## src/rtl/dnlink_pkg.sv

```systemverilog
// Shared definitions for the downlink PCM receiver: frame layout, FSM states, parity helper.
package dnlink_pkg;

    localparam int unsigned WORD_W     = 15;
    localparam int unsigned FRAME_BITS = 33;

    // Positions in the capture register once all bits are shifted in, MSB first.
    localparam int unsigned ORDER_POS = 32;
    localparam int unsigned W1_MSB    = 31;
    localparam int unsigned W1_LSB    = 17;
    localparam int unsigned P1_POS    = 16;
    localparam int unsigned W2_MSB    = 15;
    localparam int unsigned W2_LSB    = 1;
    localparam int unsigned P2_POS    = 0;

    typedef enum logic [2:0] {IDLE, GAP, BIT, ENDP, LOAD} state_e;

    // 1 when 15 data bits plus parity do not hold an odd number of ones.
    function automatic logic odd_par_fail(input logic [WORD_W-1:0] data, input logic par);
        return ~(^data ^ par);
    endfunction

endpackage

```

## src/rtl/dnlink_bit_timer.sv

```systemverilog
// Per-bit timing for the downlink receiver: BIT_PERIOD down-counter plus bit index.
module dnlink_bit_timer #(
    parameter int unsigned BIT_PERIOD = 20,
    parameter int unsigned SAMPLE_OFS = 10,
    parameter int unsigned NBITS      = 33
) (
    input  logic CLOCK,
    input  logic rst_,
    input  logic start,
    input  logic run,
    output logic bit_start,
    output logic sample_strobe,
    output logic last_bit
);
    localparam int unsigned CW = $clog2(BIT_PERIOD);
    localparam int unsigned IW = $clog2(NBITS);
    localparam logic [CW-1:0] CNT_TOP  = CW'(BIT_PERIOD - 1);
    localparam logic [CW-1:0] CNT_SMP  = CW'(BIT_PERIOD - 1 - SAMPLE_OFS);
    localparam logic [IW-1:0] IDX_LAST = IW'(NBITS - 1);

    logic [CW-1:0] cnt_q, cnt_d;
    logic [IW-1:0] idx_q, idx_d;

    always_comb begin
        cnt_d = cnt_q;
        idx_d = idx_q;
        if (start) begin
            cnt_d = CNT_TOP;
            idx_d = '0;
        end else if (run) begin
            if (cnt_q == '0) begin
                cnt_d = CNT_TOP;
                idx_d = idx_q + IW'(1);
            end else begin
                cnt_d = cnt_q - CW'(1);
            end
        end
    end

    always_ff @(posedge CLOCK or negedge rst_) begin
        if (!rst_) begin
            cnt_q <= '0;
            idx_q <= '0;
        end else begin
            cnt_q <= cnt_d;
            idx_q <= idx_d;
        end
    end

    // The counter runs top-down, so offset k within a bit is CNT_TOP - k.
    assign bit_start     = run && (cnt_q == CNT_TOP);
    assign sample_strobe = run && (cnt_q == CNT_SMP);
    assign last_bit      = run && (cnt_q == '0) && (idx_q == IDX_LAST);

endmodule

```

## src/rtl/dnlink_pcm_rx.sv

```systemverilog
// PCM telemetry receiver for the AGC digital downlink: paces frames with DKSTRT/DKBSNC/END
// and captures parity-checked 33-bit frames behind a valid/ack handshake.
module dnlink_pcm_rx
    import dnlink_pkg::*;
#(
    parameter int unsigned FRAME_PERIOD = 20480,
    parameter int unsigned BIT_PERIOD   = 20,
    parameter int unsigned SAMPLE_OFS   = 10,
    parameter int unsigned NBITS        = 33
) (
    input  logic              CLOCK,
    input  logic              rst_,
    input  logic              enable,
    input  logic              DKDATA,
    input  logic              DKDATB,
    output logic              DKSTRT,
    output logic              DKBSNC,
    output logic              END,
    output logic              frame_valid,
    input  logic              frame_ack,
    output logic              order_bit,
    output logic [WORD_W-1:0] word1,
    output logic [WORD_W-1:0] word2,
    output logic [1:0]        par_err,
    output logic              line_err,
    output logic              overrun
);
    localparam int unsigned TW = $clog2(FRAME_PERIOD);
    localparam logic [TW-1:0] TMR_LAST = TW'(FRAME_PERIOD - 1);

    state_e                state_q, state_d;
    logic [TW-1:0]         timer_q, timer_d;
    logic                  en_q;
    logic [FRAME_BITS-1:0] sr_q;
    logic                  lerr_acc_q;
    logic                  bit_start, sample_strobe, last_bit;
    logic                  valid_q, order_q, lerr_q, ovr_q;
    logic [WORD_W-1:0]     w1_q, w2_q;
    logic [1:0]            perr_q;

    // Registered enable keeps DKSTRT low while reset is held; the timer sits at 0 until it rises.
    always_comb begin
        timer_d = '0;
        if (en_q && (timer_q != TMR_LAST)) timer_d = timer_q + TW'(1);
    end

    always_comb begin
        state_d = state_q;
        DKSTRT  = 1'b0;
        END     = 1'b0;
        unique case (state_q)
            IDLE: begin
                if (en_q && (timer_q == '0)) begin
                    DKSTRT  = 1'b1;
                    state_d = GAP;
                end
            end
            GAP:  state_d = BIT;
            BIT:  if (last_bit) state_d = ENDP;
            ENDP: begin
                END     = 1'b1;
                state_d = LOAD;
            end
            LOAD:    state_d = IDLE;
            default: state_d = IDLE;
        endcase
    end

    always_ff @(posedge CLOCK or negedge rst_) begin
        if (!rst_) begin
            state_q <= IDLE;
            timer_q <= '0;
            en_q    <= 1'b0;
        end else begin
            state_q <= state_d;
            timer_q <= timer_d;
            en_q    <= enable;
        end
    end

    dnlink_bit_timer #(
        .BIT_PERIOD (BIT_PERIOD),
        .SAMPLE_OFS (SAMPLE_OFS),
        .NBITS      (NBITS)
    ) u_bit_timer (
        .CLOCK         (CLOCK),
        .rst_          (rst_),
        .start         (state_q == GAP),
        .run           (state_q == BIT),
        .bit_start     (bit_start),
        .sample_strobe (sample_strobe),
        .last_bit      (last_bit)
    );

    assign DKBSNC = bit_start;

    always_ff @(posedge CLOCK or negedge rst_) begin
        if (!rst_) begin
            sr_q       <= '0;
            lerr_acc_q <= 1'b0;
        end else if (state_q == GAP) begin
            sr_q       <= '0;
            lerr_acc_q <= 1'b0;
        end else if (sample_strobe) begin
            sr_q       <= {sr_q[FRAME_BITS-2:0], DKDATA};
            lerr_acc_q <= lerr_acc_q | (DKDATA == DKDATB);
        end
    end

    always_ff @(posedge CLOCK or negedge rst_) begin
        if (!rst_) begin
            valid_q <= 1'b0;
            order_q <= 1'b0;
            w1_q    <= '0;
            w2_q    <= '0;
            perr_q  <= '0;
            lerr_q  <= 1'b0;
            ovr_q   <= 1'b0;
        end else if (state_q == LOAD) begin
            valid_q <= 1'b1;
            order_q <= sr_q[ORDER_POS];
            w1_q    <= sr_q[W1_MSB:W1_LSB];
            w2_q    <= sr_q[W2_MSB:W2_LSB];
            perr_q  <= {odd_par_fail(sr_q[W2_MSB:W2_LSB], sr_q[P2_POS]),
                        odd_par_fail(sr_q[W1_MSB:W1_LSB], sr_q[P1_POS])};
            lerr_q  <= lerr_acc_q;
            // An ack landing with LOAD consumes the old frame, so it is not an overrun.
            if (valid_q && !frame_ack) ovr_q <= 1'b1;
        end else if (valid_q && frame_ack) begin
            valid_q <= 1'b0;
        end
    end

    assign frame_valid = valid_q;
    assign order_bit   = order_q;
    assign word1       = w1_q;
    assign word2       = w2_q;
    assign par_err     = perr_q;
    assign line_err    = lerr_q;
    assign overrun     = ovr_q;

endmodule

```

## config.mk

```make
export PLATFORM = sky130hd
export DESIGN_NAME = dnlink_pcm_rx
export DESIGN_NICKNAME = d
export VERILOG_FILES = /design/src/rtl/dnlink_pkg.sv /design/src/rtl/dnlink_bit_timer.sv /design/src/rtl/dnlink_pcm_rx.sv
export SDC_FILE = /design/constraint.sdc
export NUM_CORES = 1
export LEC_CHECK = 0
export ABC_AREA = 1
export BUFFER_PORTS_ARGS = -buffer_cell sky130_fd_sc_hd__buf_2
export CAP_MARGIN = 20
export CORE_MARGIN = 5
export CORE_UTILIZATION = 53
export DETAILED_ROUTE_END_ITERATION = 12
export GPL_TIMING_DRIVEN = 0
export HOLD_SLACK_MARGIN = 0.15
export PLACE_DENSITY_LB_ADDON = 0.3
export REMOVE_ABC_BUFFERS = 1
export SLEW_MARGIN = 20
export SYNTH_ARGS = -nofsm -noshare
export SYNTH_HDL_FRONTEND = slang
export SYNTH_SLANG_ARGS = --single-unit
```

## constraint.sdc

```tcl
create_clock -name CLOCK -period 1.5 [get_ports CLOCK]
set_input_delay 0.075 -clock CLOCK [delete_from_list [all_inputs] [get_ports CLOCK]]
set_output_delay 0.075 -clock CLOCK [all_outputs]
set_load 0.005 [all_outputs]
```

==> metrics.md, run 1 <==
| Metric | Value |
|---|---|
| Status | finished with violations |
| Failing checks | setup timing |
| Vias | 4,583 |
| Synthesized area | 4790 um^2 |
| Final Cycle Share | 123% |
| Floorplan row count | 34 |
| Final setup violation count | 42 |
| # diodes | 0 |
| Num CTS Buffers | 9 |
| Port buffer count | 44 |
| Final nets | 691 |
| Pwr per Cell Area | 1500 nW/um^2 |
| Reg-to-reg slack, setup | -0.30 ns |
| Number of global-route vias before repair | about 4,400 |
| Routed Antenna Nets | 0 |
| Gate Count Post-Synth | 581 |
| Setup Skew | 0.0132 ns |
| Synth warn | 0 |
| Final Hold Viols | 0 |
| Initial DRT Pass Iterations | 5 |
| DRC viols | 0 |
| Largest net degree at the start of global routing | 53 |
| DP HPWL | 6430 um |
| Final core occ | about three quarters |
| CP max FO | 3 |
| Clk buf depth | 2 |
| Rel. slew slack | 68.2% |
| WP data arrival | 1.78 ns |
| Synth top area cells | dfrtp_1 (52%), nand2_1 (12%), o21ai_0 (7.3%) |
| Chip Height | between 100 and 150 um |
| Max incr delay on CP | between 0.4 and 0.5 ns |
| R2R depth | 9 |
| Most used cell, CP | nand4_1 |
| CP startpoint kind | flip-flop |
| CP Class | reg2out |
| Gp weighted congestion | 0.848 |
| Post-synthesis sequential area ratio | a little over half |
| Crit-path cells | inv_1, ha_1, nand4_1, nor2_1, nand4_1, nor3_1, buf_2 |
| Die W | 105 um |
| Overall Global Routing Usage | between 20% and 30% |
| Mean Syn Cell Area | 8.24 um^2 |
| CTS sink count | 100 |
| Seq cells post-synth | 100 |
| Share of cells above drive strength 1 | 30.8% |
| Total die area | 11,000 um^2 |
| CTS H-Tree Depth | 3 |
| Maxcap violations | 0 |
| Leak | 3.20 nW |
| Final Power | just under 10 mW |
| Area grow syn2layout | 38.0% |
| Fmax | 0.540 GHz |
| First-pass GRT wire length | 20,900 um |
| Slew Viols, Final | 0 |
| Drt wl/cell | 18.0 um |
| CP Data Required Time | around 1.4 ns |
| Worst r2r src | timer_q[0]$_DFF_PN0_ |
| Antenna violations before repair | 0 |
| Delay-heaviest family, CP | simple AND/OR/NAND/NOR gates |
| RSZ-0062 raised after global routing | yes |
| Ports | 45 |
| Synth top area share | 52.3% |
| Initial DRC count | between 400 and 500 |
| TritonCTS clock tree | built |
| Reg2reg end | timer_q[2]$_DFF_PN0_ |
| Min cycle time layout | 1.85 ns |
| Worst hold path type | in2async |
| Critical Path Sink Type | primary output |
| Cell taking the most area after synthesis | dfrtp_1 |
| Worst slew pin tran | 0.476 ns |
| Final setup margin | -0.351 ns |
| CTS root buf | clkbuf_8 |
| Initial core utilization | 54.6% |
| Drt via density | 5.80 |
| Worst-path clk slew | 0.09 ns |
| Worst Path Buf+Inv | 2 |
| Worst skew pair latency | approximately 0.38 ns |
| Gr ovfl total | 0 |
| Worst ir drop on vdd | 0.977 mV |
| Slowest stage cell, crit path | dfrtp_1 |
| Core box area | 8760 um^2 |
| Unique cell type count in the Yosys netlist | 29 |
| WL final | around 14,000 um |
[registers in the layout (all words and copies together) (netlist names)]
name               cells
state_q                3
order_bit              1
par_err                2
en_q                   1
overrun                1
word2                 15
u_bit_timer.cnt_q      5
sr_q                  33
frame_valid            1
timer_q               15
word1                 15
line_err               1
lerr_acc_q             1
u_bit_timer.idx_q      6
[synthesized netlist by cell type]
cell type	n
nand3b_1	1
inv_1	80
xor2_1	9
a31oi_1	1
nand3_2	1
nor3b_2	1
nor3_1	8
nand4_2	1
o21bai_1	1
buf_8	1
a21oi_1	5
nand2_1	152
o22ai_1	1
ha_1	8
nor2_4	2
o21ai_0	70
buf_4	3
buf_2	5
o31ai_1	2
clkbuf_1	10
xnor2_1	6
o21ai_4	1
nor2_2	11
nand3_1	61
nor2_1	29
dfrtp_1	100
nor4_1	1
nand2_2	1
nand4_1	9
[stage by stage]
step | cell area [um^2] | setup TNS, ns | instances | worst slack [ns] | hold WS [ns]
after floorplan | 4690 | -61.56 | 562 | -1.06 | -0.221
after global placement | 5040 | -197.02 | 714 | -2.16 | 0.184
after detailed placement | 5150 | -34.11 | 718 | -0.856 | 0.0444
after CTS | 6210 | -7.23 | 777 | -0.258 | 0.212
after global routing | 6610 | -9.36 | 790 | -0.417 | 0.253
final | 6610 | -7.29 | 790 | -0.351 | 0.199
[cells by family after synthesis]
logic type	share of synthesized area (%)
AND/OR/NAND/NOR	25.6
flip-flops	52.3
buffers and inverters	8.36
AO/OA/AOI/OAI	8.91
XOR/XNOR	2.74
adder cells (fa/ha/maj)	2.09
[layer usage]
| layer | track usage, % | vias up | part of all wire, % |
|---|---|---|---|
| met5 | 0 | - | 0 |
| met4 | 10.1 | 0 | 4.1 |
| met3 | 5.18 | 63 | 6.0 |
| met2 | 39.6 | 213 | 52 |
| met1 | 27.8 | 2243 | 38 |
| li1 | - | 2064 | - |
[layout by cell type, fill, tap and decap left out, drive strengths merged]
cell type / count
nand2: 159
dfrtp: 100
buf: 91
inv: 79
o21ai: 71
nand3: 62
nor2: 42
clkbuf: 14
nand4: 10
xor2: 9
nor3: 8
ha: 8
xnor2: 6
dlygate4sd3: 5
a21oi: 5
bufinv: 3
o31ai: 2
nand3b: 1
nor4: 1
nor3b: 1
clkinvlp: 1
o22ai: 1
a31oi: 1
o21bai: 1
clkinv: 1
[report_power, final]
group | switching [mW] | internal [mW]
Sequential | 0.239 | 2.96
Clock | 0.945 | 1.20
Combinational | 2.57 | 2.03
[worst reg2reg max path: stages, from the launching register on]
cell and delay, ns:
dfrtp_1 0.40, ha_2 0.25, nand4_2 0.14, nor2_4 0.16
nand3_2 0.11, nor2_4 0.14, nand2_2 0.09, o21ai_4 0.19
buf_12 0.16, nor2_1 0.06
[how the worst max path moves through the flow]
stage | slack (ns) | to | cells after the start | startpoint
6_report | -0.35 | DKSTRT | 7 | timer_q[0]$_DFF_PN0_
3_3_place_gp | -2.16 | sr_q[21]$_DFFE_PN0P_ | 5 | state_q[2]$_DFFE_PN0P_
3_5_place_dp | -0.86 | u_bit_timer.idx_q[4]$_DFFE_PN0P_ | 8 | state_q[2]$_DFFE_PN0P_
2_1_floorplan | -1.06 | sr_q[0]$_DFFE_PN0P_ | 5 | state_q[2]$_DFFE_PN0P_
4_1_cts | -0.26 | timer_q[2]$_DFF_PN0_ | 9 | timer_q[0]$_DFF_PN0_
5_1_grt | -0.42 | DKSTRT | 7 | timer_q[0]$_DFF_PN0_
[layout make-up]
cell class | instances | area, um^2
sequential | 100 | 2510
clock inverter | 4 | 95.1
tap | 108 | 135
clock buffer | 12 | 155
fill | 527 | 2150
multi-input combinational | 388 | 2400
inverter | 80 | 319
timing repair buffer | 98 | 1000
[timing repair]
action / in CTS / in global routing
endpoints found under the setup margin: 62 / 72
resized for setup: 92 / 78
hold buffers: 5 / 0
cloned: 11 / 5
buffers inserted: 27 / 13
pin swaps: 11 / 18
hold endpoints to repair: 105 / 0
No activity file was read; power rests on OpenSTA's default activity.
==> run 2: changes to the inputs <==
Settings changed: CORE_ASPECT_RATIO set to 0.6, CORE_UTILIZATION 53 to 54, CTS_CLUSTER_SIZE set to 12, SYNTH_HIERARCHICAL set to 1.
==> metrics.md, run 2 <==
| Metric | Value |
|---|---|
| Mean Syn Cell Area | 8.07 um^2 (was 8.24 um^2) |
| Core box area | 9090 um^2 (was 8760 um^2) |
| Top FF cell, synth | dfrtp_1 (unchanged) |
| Maxcap violations | 0 (unchanged) |
| Leak | 3.38 nW (was 3.20 nW) |
| Largest net degree at the start of global routing | 82 (was 53) |
| Initial DRC count | 339 (was 401) |
| Area grow syn2layout | 25.8% (was 38.0%) |
| CTS H-Tree Depth | 3 (unchanged) |
| Ports | 45 (unchanged) |
| Fmax | 0.538 GHz (was 0.540 GHz) |
| Synth top area share | 50.1% (was 52.3%) |
| Multi-input gate area | 2220 um^2 (was 2400 um^2) |
| Initial DRT Pass Iterations | 5 (unchanged) |
| Final setup margin | -0.358 ns (was -0.351 ns) |
| Worst slack at placement | -1.55 ns (was -0.856 ns) |
| Routed Antenna Nets | 0 (unchanged) |
| Min cycle time layout | 1.86 ns (was 1.85 ns) |
| Port buffer count | 44 (unchanged) |
| Worst-path clk slew | 0.07 ns (was 0.09 ns) |
| Post-synthesis sequential area ratio | 50.1% (was 52.3%) |
| RSZ-0062 raised after global routing | yes (unchanged) |
| Combinational Power Share | 28.1% (was 46.3%) |
| CP max FO | 8 (was 3) |
| Drt wl/cell | 14.4 um (was 18.0 um) |
| Max FFs per register | 33 (unchanged) |
| Synthesized area | 4990 um^2 (was 4790 um^2) |
| Num CTS Buffers | 9 (unchanged) |
| Final core occ | 69.1% (was 75.4%) |
| Gr ovfl total | 0 (unchanged) |
| Gate Count Post-Synth | 619 (was 581) |
| Total die area | 11,300 um^2 (was 11,000 um^2) |
| Most frequent cell after synthesis | nand2_1 (unchanged) |
| Antenna violations before repair | 0 (unchanged) |
| CTS root buf | clkbuf_16 (was clkbuf_8) |
| Worst skew pair latency | 0.35 ns (was 0.38 ns) |
| R2R depth | 12 (was 9) |
| Final setup violation count | 86 (was 42) |
| Fill cells | 684 (was 527) |
| Slew Viols, Final | 0 (unchanged) |
| Gp weighted congestion | 0.790 (was 0.848) |
| CTS sink count | 100 (unchanged) |
| Vias | 4,282 (was 4,583) |
| Synth top area cells | dfrtp_1 (50%), nand2_1 (12%), inv_1 (8.0%) (was dfrtp_1 (52%), nand2_1 (12%), o21ai_0 (7.3%)) |
| Worst slew pin tran | 0.486 ns (was 0.476 ns) |
| Share of cells above drive strength 1 | 23.9% (was 30.8%) |
| Sequential fraction of design power | 39.6% (was 32.2%) |
| DRC viols | 0 (unchanged) |
| Floorplan row count | 27 (was 34) |
| CP Data Required Time | 1.74 ns (was 1.42 ns) |
| Final Cycle Share | 124% (was 123%) |
| Overall Global Routing Usage | 21.6% (was 23.1%) |
| Rel. slew slack | 67.6% (was 68.2%) |
| Synth warn | 6 (was 0) |
| Worst hold path type | in2async (unchanged) |
| Worst ir drop on vdd | 0.729 mV (was 0.977 mV) |
| Cell taking the most area after synthesis | dfrtp_1 (unchanged) |
| Async SR Flop Fraction | 100% (unchanged) |
| Initial core utilization | 54.9% (was 54.6%) |
| Biggest register | sr_q (unchanged) |
| CP Class | reg2reg (was reg2out) |
| Commonest non-fill, non-tap cell in the layout | nand2_1 (unchanged) |
| Number of global-route vias before repair | 4,136 (was 4,405) |
| Clock share of power | 32.3% (was 21.6%) |
| Most frequent cells after synthesis | nand2_1 (153), inv_1 (106), dfrtp_1 (100) (was nand2_1 (152), dfrtp_1 (100), inv_1 (80)) |
| Setup Total Neg Slack | -17.66 ns (was -7.29 ns) |
| Pwr per Cell Area | 1250 nW/um^2 (was 1500 nW/um^2) |
| CP startpoint kind | flip-flop (unchanged) |
| Final Hold Viols | 0 (unchanged) |
| Setup Skew | 0.00695 ns (was 0.0132 ns) |
| NetSw | 2.60 mW (was 3.75 mW) |
| Failing checks | setup timing (unchanged) |
| Unique cell type count in the Yosys netlist | 35 (was 29) |
| # diodes | 0 (unchanged) |
| Min Hold Slack | 0.131 ns (was 0.199 ns) |
| Clk buf depth | 2 (unchanged) |
| Drt via density | 5.20 (was 5.80) |
| Die W | 134 um (was 105 um) |
| TritonCTS clock tree | built (unchanged) |
| DP HPWL | 6900 um (was 6430 um) |
| WL final | 11,900 um (was 14,200 um) |
| Post-synth EDFFs | 0 (unchanged) |
| FF/Latch Area | 2510 um^2 (about the same) |
| Seq cells post-synth | 100 (unchanged) |
| Status | finished with violations (unchanged) |
| First-pass GRT wire length | 19,800 um (was 20,900 um) |
| Switching Share | 33.2% (was 37.7%) |
| Critical Path Sink Type | flip-flop (was primary output) |
| WP data arrival | 2.09 ns (was 1.78 ns) |
| Final Power | 7.83 mW (was 9.94 mW) |
| Chip Height | 84.5 um (was 105 um) |
| Cell Int Power | 5.23 mW (was 6.19 mW) |
| Commonest cells after routing, fill and taps aside | nand2_1 (152), inv_1 (103), dfrtp_1 (97) (was nand2_1 (142), dfrtp_1 (96), inv_1 (68)) |
| Final nets | 716 (was 691) |
## run 2: power by group through the flow
stage | clock network, mW | logic [mW] | registers [mW]
3_3_place_gp | 0 | 1.35 | 3.12
6_report | 2.53 | 2.20 | 3.10
3_5_place_dp | 0 | 1.44 | 3.13
2_1_floorplan | 0 | 0.970 | 3.10
4_1_cts | 2.58 | 1.89 | 3.10
5_1_grt | 2.71 | 2.40 | 3.12
## run 2: per-layer routing
metal	track usage (%)	wire, um	vias to the layer above
met5	0	0	-
met4	6.84	189	0
met3	5.33	535	17
met2	34.0	5570	100
met1	29.8	5550	2058
li1	-	-	2107
## run 2: stage by stage
| step | instance area [um^2] | std cells |
|---|---|---|
| global placement | 5260 | 759 |
| global route | 6280 | 823 |
| detailed placement | 5350 | 764 |
| finish | 6280 | 823 |
| floorplan | 4890 | 599 |
| CTS | 6100 | 815 |
## run 2: logic make-up (layout without fill, tap and decap cells)
family | Yosys count | count (layout) | synth area share (%)
xor+xnor | 18 | 18 | 3.16
compound gates | 80 | 80 | 9.50
buf+inv | 129 | 212 | 10.2
flops | 100 | 100 | 50.1
fa+ha+maj | 8 | 8 | 2.00
simple gates | 284 | 289 | 25.0
## run 2: path summary, 6_finish.rpt
| path | start | endpoint | slack [ns] |
|---|---|---|---|
| hold / removal | rst_ | timer_q[1]$_DFF_PN0_ | 0.13 |
| setup / recovery | state_q[0]$_DFFE_PN0P_ | sr_q[31]$_DFFE_PN0P_ | -0.36 |
| setup reg to reg | state_q[0]$_DFFE_PN0P_ | sr_q[31]$_DFFE_PN0P_ | -0.36 |
| min in group CLOCK | enable | en_q$_DFF_PN0_ | 0.37 |
| max in group asynchronous | rst_ | sr_q[29]$_DFFE_PN0P_ | 0.72 |
| hold reg to reg | word1[5]$_DFFE_PN0P_ | word1[5]$_DFFE_PN0P_ | 0.48 |
## run 2: layout make-up
cell class | count | area share (%)
flip-flops and latches | 100 | 39.9
multi-input cells | 395 | 35.4
repair buffers | 87 | 10.4
inverters | 109 | 6.75
clock buffers | 13 | 4.14
well taps | 116 | 2.31
clock inverters | 3 | 1.10
## run 2: critical path, stage by stage (launching register included)
cell and delay, ns:
dfrtp_1 0.40, nor2_4 0.14, inv_2 0.06, nor2_4 0.11, nand3_2 0.10, nor3_2 0.13, buf_6 0.14, buf_12 0.10
buf_12 0.10, or2_4 0.22, nor2_1 0.06, a31oi_1 0.14, inv_1 0.05
## run 2: what timing repair did
item | in CTS | in global routing
cloned | 4 | 1
endpoints found under the setup margin | 86 | 114
buffers inserted | 25 | 11
hold buffers | 6 | 0
hold endpoints to repair | 105 | 0
resized for setup | 39 | 32
pin swaps | 12 | 15
==> run 3: changes to the inputs <==
Settings changed: ABC_AREA 1 to unset, CORE_UTILIZATION 54 to 55, CTS_BUF_LIST set to sky130_fd_sc_hd__clkbuf_4 sky130_fd_sc_hd__clkbuf_8.
==> metrics.md, run 3 <==
| Metric | Value |
|---|---|
| Post-synthesis sequential area ratio | 54.4% (was 50.1%) |
| Synth top area share | 54.4% (was 50.1%) |
| Max FFs per register | 33 (unchanged) |
| Slowest stage cell, crit path | or4_4 (was dfrtp_1) |
| CP max FO | 2 (was 8) |
| Delay-heaviest family, CP | simple AND/OR/NAND/NOR gates (unchanged) |
| Gate Count Post-Synth | 459 (was 619) |
| Synthesized area | 4600 um^2 (was 4990 um^2) |
| Worst-path clk slew | 0.09 ns (was 0.07 ns) |
| WL final | 11,000 um (was 11,900 um) |
| Biggest register | sr_q (unchanged) |
| Ports | 45 (unchanged) |
| Fmax | 0.479 GHz (was 0.538 GHz) |
| Num CTS Buffers | 9 (unchanged) |
| Overall Global Routing Usage | 20.9% (was 21.6%) |
| CP Data Required Time | 1.42 ns (was 1.74 ns) |
| CP startpoint kind | flip-flop (unchanged) |
| Initial DRT Pass Iterations | 4 (was 5) |
| Worst Path Buf+Inv | 1 (was 5) |
| Mean Syn Cell Area | 10.0 um^2 (was 8.07 um^2) |
| Synth warn | 6 (unchanged) |
| CTS root buf | clkbuf_8 (was clkbuf_16) |
| DP HPWL | 6030 um (was 6900 um) |
| Area grow syn2layout | 27.2% (was 25.8%) |
| Async SR Flop Fraction | 100% (unchanged) |
| Total die area | 10,400 um^2 (was 11,300 um^2) |
| Vias | 3,460 (was 4,282) |
| Failing checks | setup timing (unchanged) |
| Largest net degree at the start of global routing | 64 (was 82) |
| Final Cycle Share | 139% (was 124%) |
| Setup Total Neg Slack | -12.62 ns (was -17.66 ns) |
| RSZ-0062 raised after global routing | yes (unchanged) |
| Fill cells | 568 (was 684) |
| Status | finished with violations (unchanged) |
| CTS sink count | 100 (unchanged) |
| Worst slack at placement | -1.09 ns (was -1.55 ns) |
| Leak | 2.87 nW (was 3.38 nW) |
| Port buffer count | 44 (unchanged) |
| Worst skew pair latency | 0.36 ns (was 0.35 ns) |
| TritonCTS clock tree | built (unchanged) |
| Slew Viols, Final | 0 (unchanged) |
| Cell taking the most area after synthesis | dfrtp_1 (unchanged) |
| Core box area | 8010 um^2 (was 9090 um^2) |
| Final Power | 6.03 mW (was 7.83 mW) |
| Chip Height | 80.9 um (was 84.5 um) |
| Floorplan row count | 25 (was 27) |
| First-pass GRT wire length | 17,000 um (was 19,800 um) |
| Gr ovfl total | 0 (unchanged) |
| Pwr per Cell Area | 1030 nW/um^2 (was 1250 nW/um^2) |
| Antenna violations before repair | 0 (unchanged) |
| Die W | 128 um (was 134 um) |
| Worst hold path type | in2async (unchanged) |
| Number of global-route vias before repair | 3,461 (was 4,136) |
| Final setup margin | -0.586 ns (was -0.358 ns) |
| Unique cell type count in the Yosys netlist | 40 (was 35) |
| Final Hold Viols | 0 (unchanged) |
| Synth top area cells | dfrtp_1 (54%), nand2_1 (9.2%), mux2i_1 (7.2%) (was dfrtp_1 (50%), nand2_1 (12%), inv_1 (8.0%)) |
| Drt via density | 5.28 (was 5.20) |
| DRC viols | 0 (unchanged) |
| CP Class | reg2out (was reg2reg) |
| Rel. slew slack | 73.3% (was 67.6%) |
| Setup Skew | 0.0113 ns (was 0.00695 ns) |
| Routed Antenna Nets | 0 (unchanged) |
| Worst ir drop on vdd | 0.817 mV (was 0.729 mV) |
| Initial DRC count | 245 (was 339) |
| Most frequent cells after synthesis | nand2_1 (113), dfrtp_1 (100), nor2_1 (53) (was nand2_1 (153), inv_1 (106), dfrtp_1 (100)) |
| Gp weighted congestion | 0.859 (was 0.790) |
| Final nets | 556 (was 716) |
| Top FF cell, synth | dfrtp_1 (unchanged) |
| Critical Path Sink Type | primary output (was flip-flop) |
| Drt wl/cell | 16.7 um (was 14.4 um) |
| Min cycle time layout | 2.09 ns (was 1.86 ns) |
| Post-synth EDFFs | 0 (unchanged) |
| Commonest non-fill, non-tap cell in the layout | nand2_1 (unchanged) |
| Worst slew pin tran | 0.400 ns (was 0.486 ns) |
| Maxcap violations | 0 (unchanged) |
| # diodes | 0 (unchanged) |
| Most frequent cell after synthesis | nand2_1 (unchanged) |
| Max incr delay on CP | 0.54 ns (was 0.40 ns) |
| Seq cells post-synth | 100 (unchanged) |
| Initial core utilization | 57.5% (was 54.9%) |
| WP data arrival | 2.01 ns (was 2.09 ns) |
| Clk buf depth | 2 (unchanged) |
| Crit-path cells | or4_4, nor3_2, nand4_1, nor4_2, buf_2 (was nor2_4, inv_2, nor2_4, nand3_2, nor3_2, buf_6, buf_12, buf_12, or2_4, nor2_1, a31oi_1, inv_1) |
| Final setup violation count | 53 (was 86) |
| Share of cells above drive strength 1 | 29.8% (was 23.9%) |
| Commonest cells after routing, fill and taps aside | nand2_1 (107), dfrtp_1 (94), nor2_1 (46) (was nand2_1 (152), inv_1 (103), dfrtp_1 (97)) |
| CTS H-Tree Depth | 3 (unchanged) |
[run 3: cell count changes in the layout (fill, tap and decap cells not counted), moves of 10 or more]
cell      before  now
clkbuf_8       2   12
nand2_1      152  107
o21ai_0       36    5
nand3_1       26    7
a31oi_1       34    0
inv_1        103    9
xnor2_1        7   30
nor2_2        20    5
mux2i_1        0   29
[run 3: through the flow]
step	instance area [um^2]	std cells	util (%)	hold WS [ns]
floorplan	4510	440	-	-0.221
global placement	4860	592	60.8	0.184
detailed placement	4960	596	62.0	0.000219
CTS	5640	646	70.5	0.184
global route	5860	655	73.1	0.202
finish	5860	655	73.1	0.179
[run 3: what timing repair did]
item | CTS | global route
endpoints found under the hold margin | 105 | 0
pin swaps | 26 | 30
gates cloned | 4 | 3
setup buffers | 25 | 14
resized for setup | 43 | 54
setup endpoints to repair | 96 | 97
hold buffers | 5 | 0
[run 3: metal layers]
metal,up-vias,GRT usage (%),wire length (um)
li1,1660,-,-
met4,0,6.46,98
met1,1700,28.5,4850
met3,10,4.66,631
met2,90,34.0,5390
met5,-,0,0
[run 3: area by class of cell]
class / count / area (um^2) / share of cell area (%)
clock buffer: 15 / 188 / 3.20
clock inverter: 1 / 5.00 / 0.0855
inverter: 9 / 33.8 / 0.577
multi-input combinational: 335 / 2290 / 39.0
sequential: 100 / 2510 / 42.9
tap: 108 / 135 / 2.31
timing repair buffer: 87 / 699 / 11.9
[run 3: path summary, 6_finish.rpt]
check / from / end / depth (start not counted) / slack, ns
max: timer_q[4]$_DFF_PN0_ / DKSTRT / 5 / -0.59
min: rst_ / u_bit_timer/cnt_q[1]$_DFFE_PN0P_ / 2 / 0.18
max reg2reg: timer_q[4]$_DFF_PN0_ / state_q[0]$_DFFE_PN0P_ / 7 / -0.38
min reg2reg: overrun$_DFFE_PN0P_ / overrun$_DFFE_PN0P_ / 2 / 0.47
max in group asynchronous: rst_ / timer_q[2]$_DFF_PN0_ / 3 / 0.70
min in group CLOCK: enable / en_q$_DFF_PN0_ / 2 / 0.37
[run 3: power breakdown]
| part | switching [mW] | total (mW) | internal, mW | leakage (nW) |
|---|---|---|---|---|
| logic | 0.703 | 1.32 | 0.613 | 1.41 |
| clock network | 0.863 | 1.66 | 0.796 | 0.104 |
| registers | 0.210 | 3.05 | 2.84 | 1.36 |
[run 3: kinds of logic after synthesis]
| family | after synthesis | share of synthesized area, % |
|---|---|---|
| compound gates | 22 | 2.66 |
| mux | 34 | 7.42 |
| fa+ha+maj | 8 | 2.17 |
| xor+xnor | 46 | 8.75 |
| buf+inv | 28 | 2.77 |
| flops | 100 | 54.4 |
| simple gates | 221 | 21.9 |
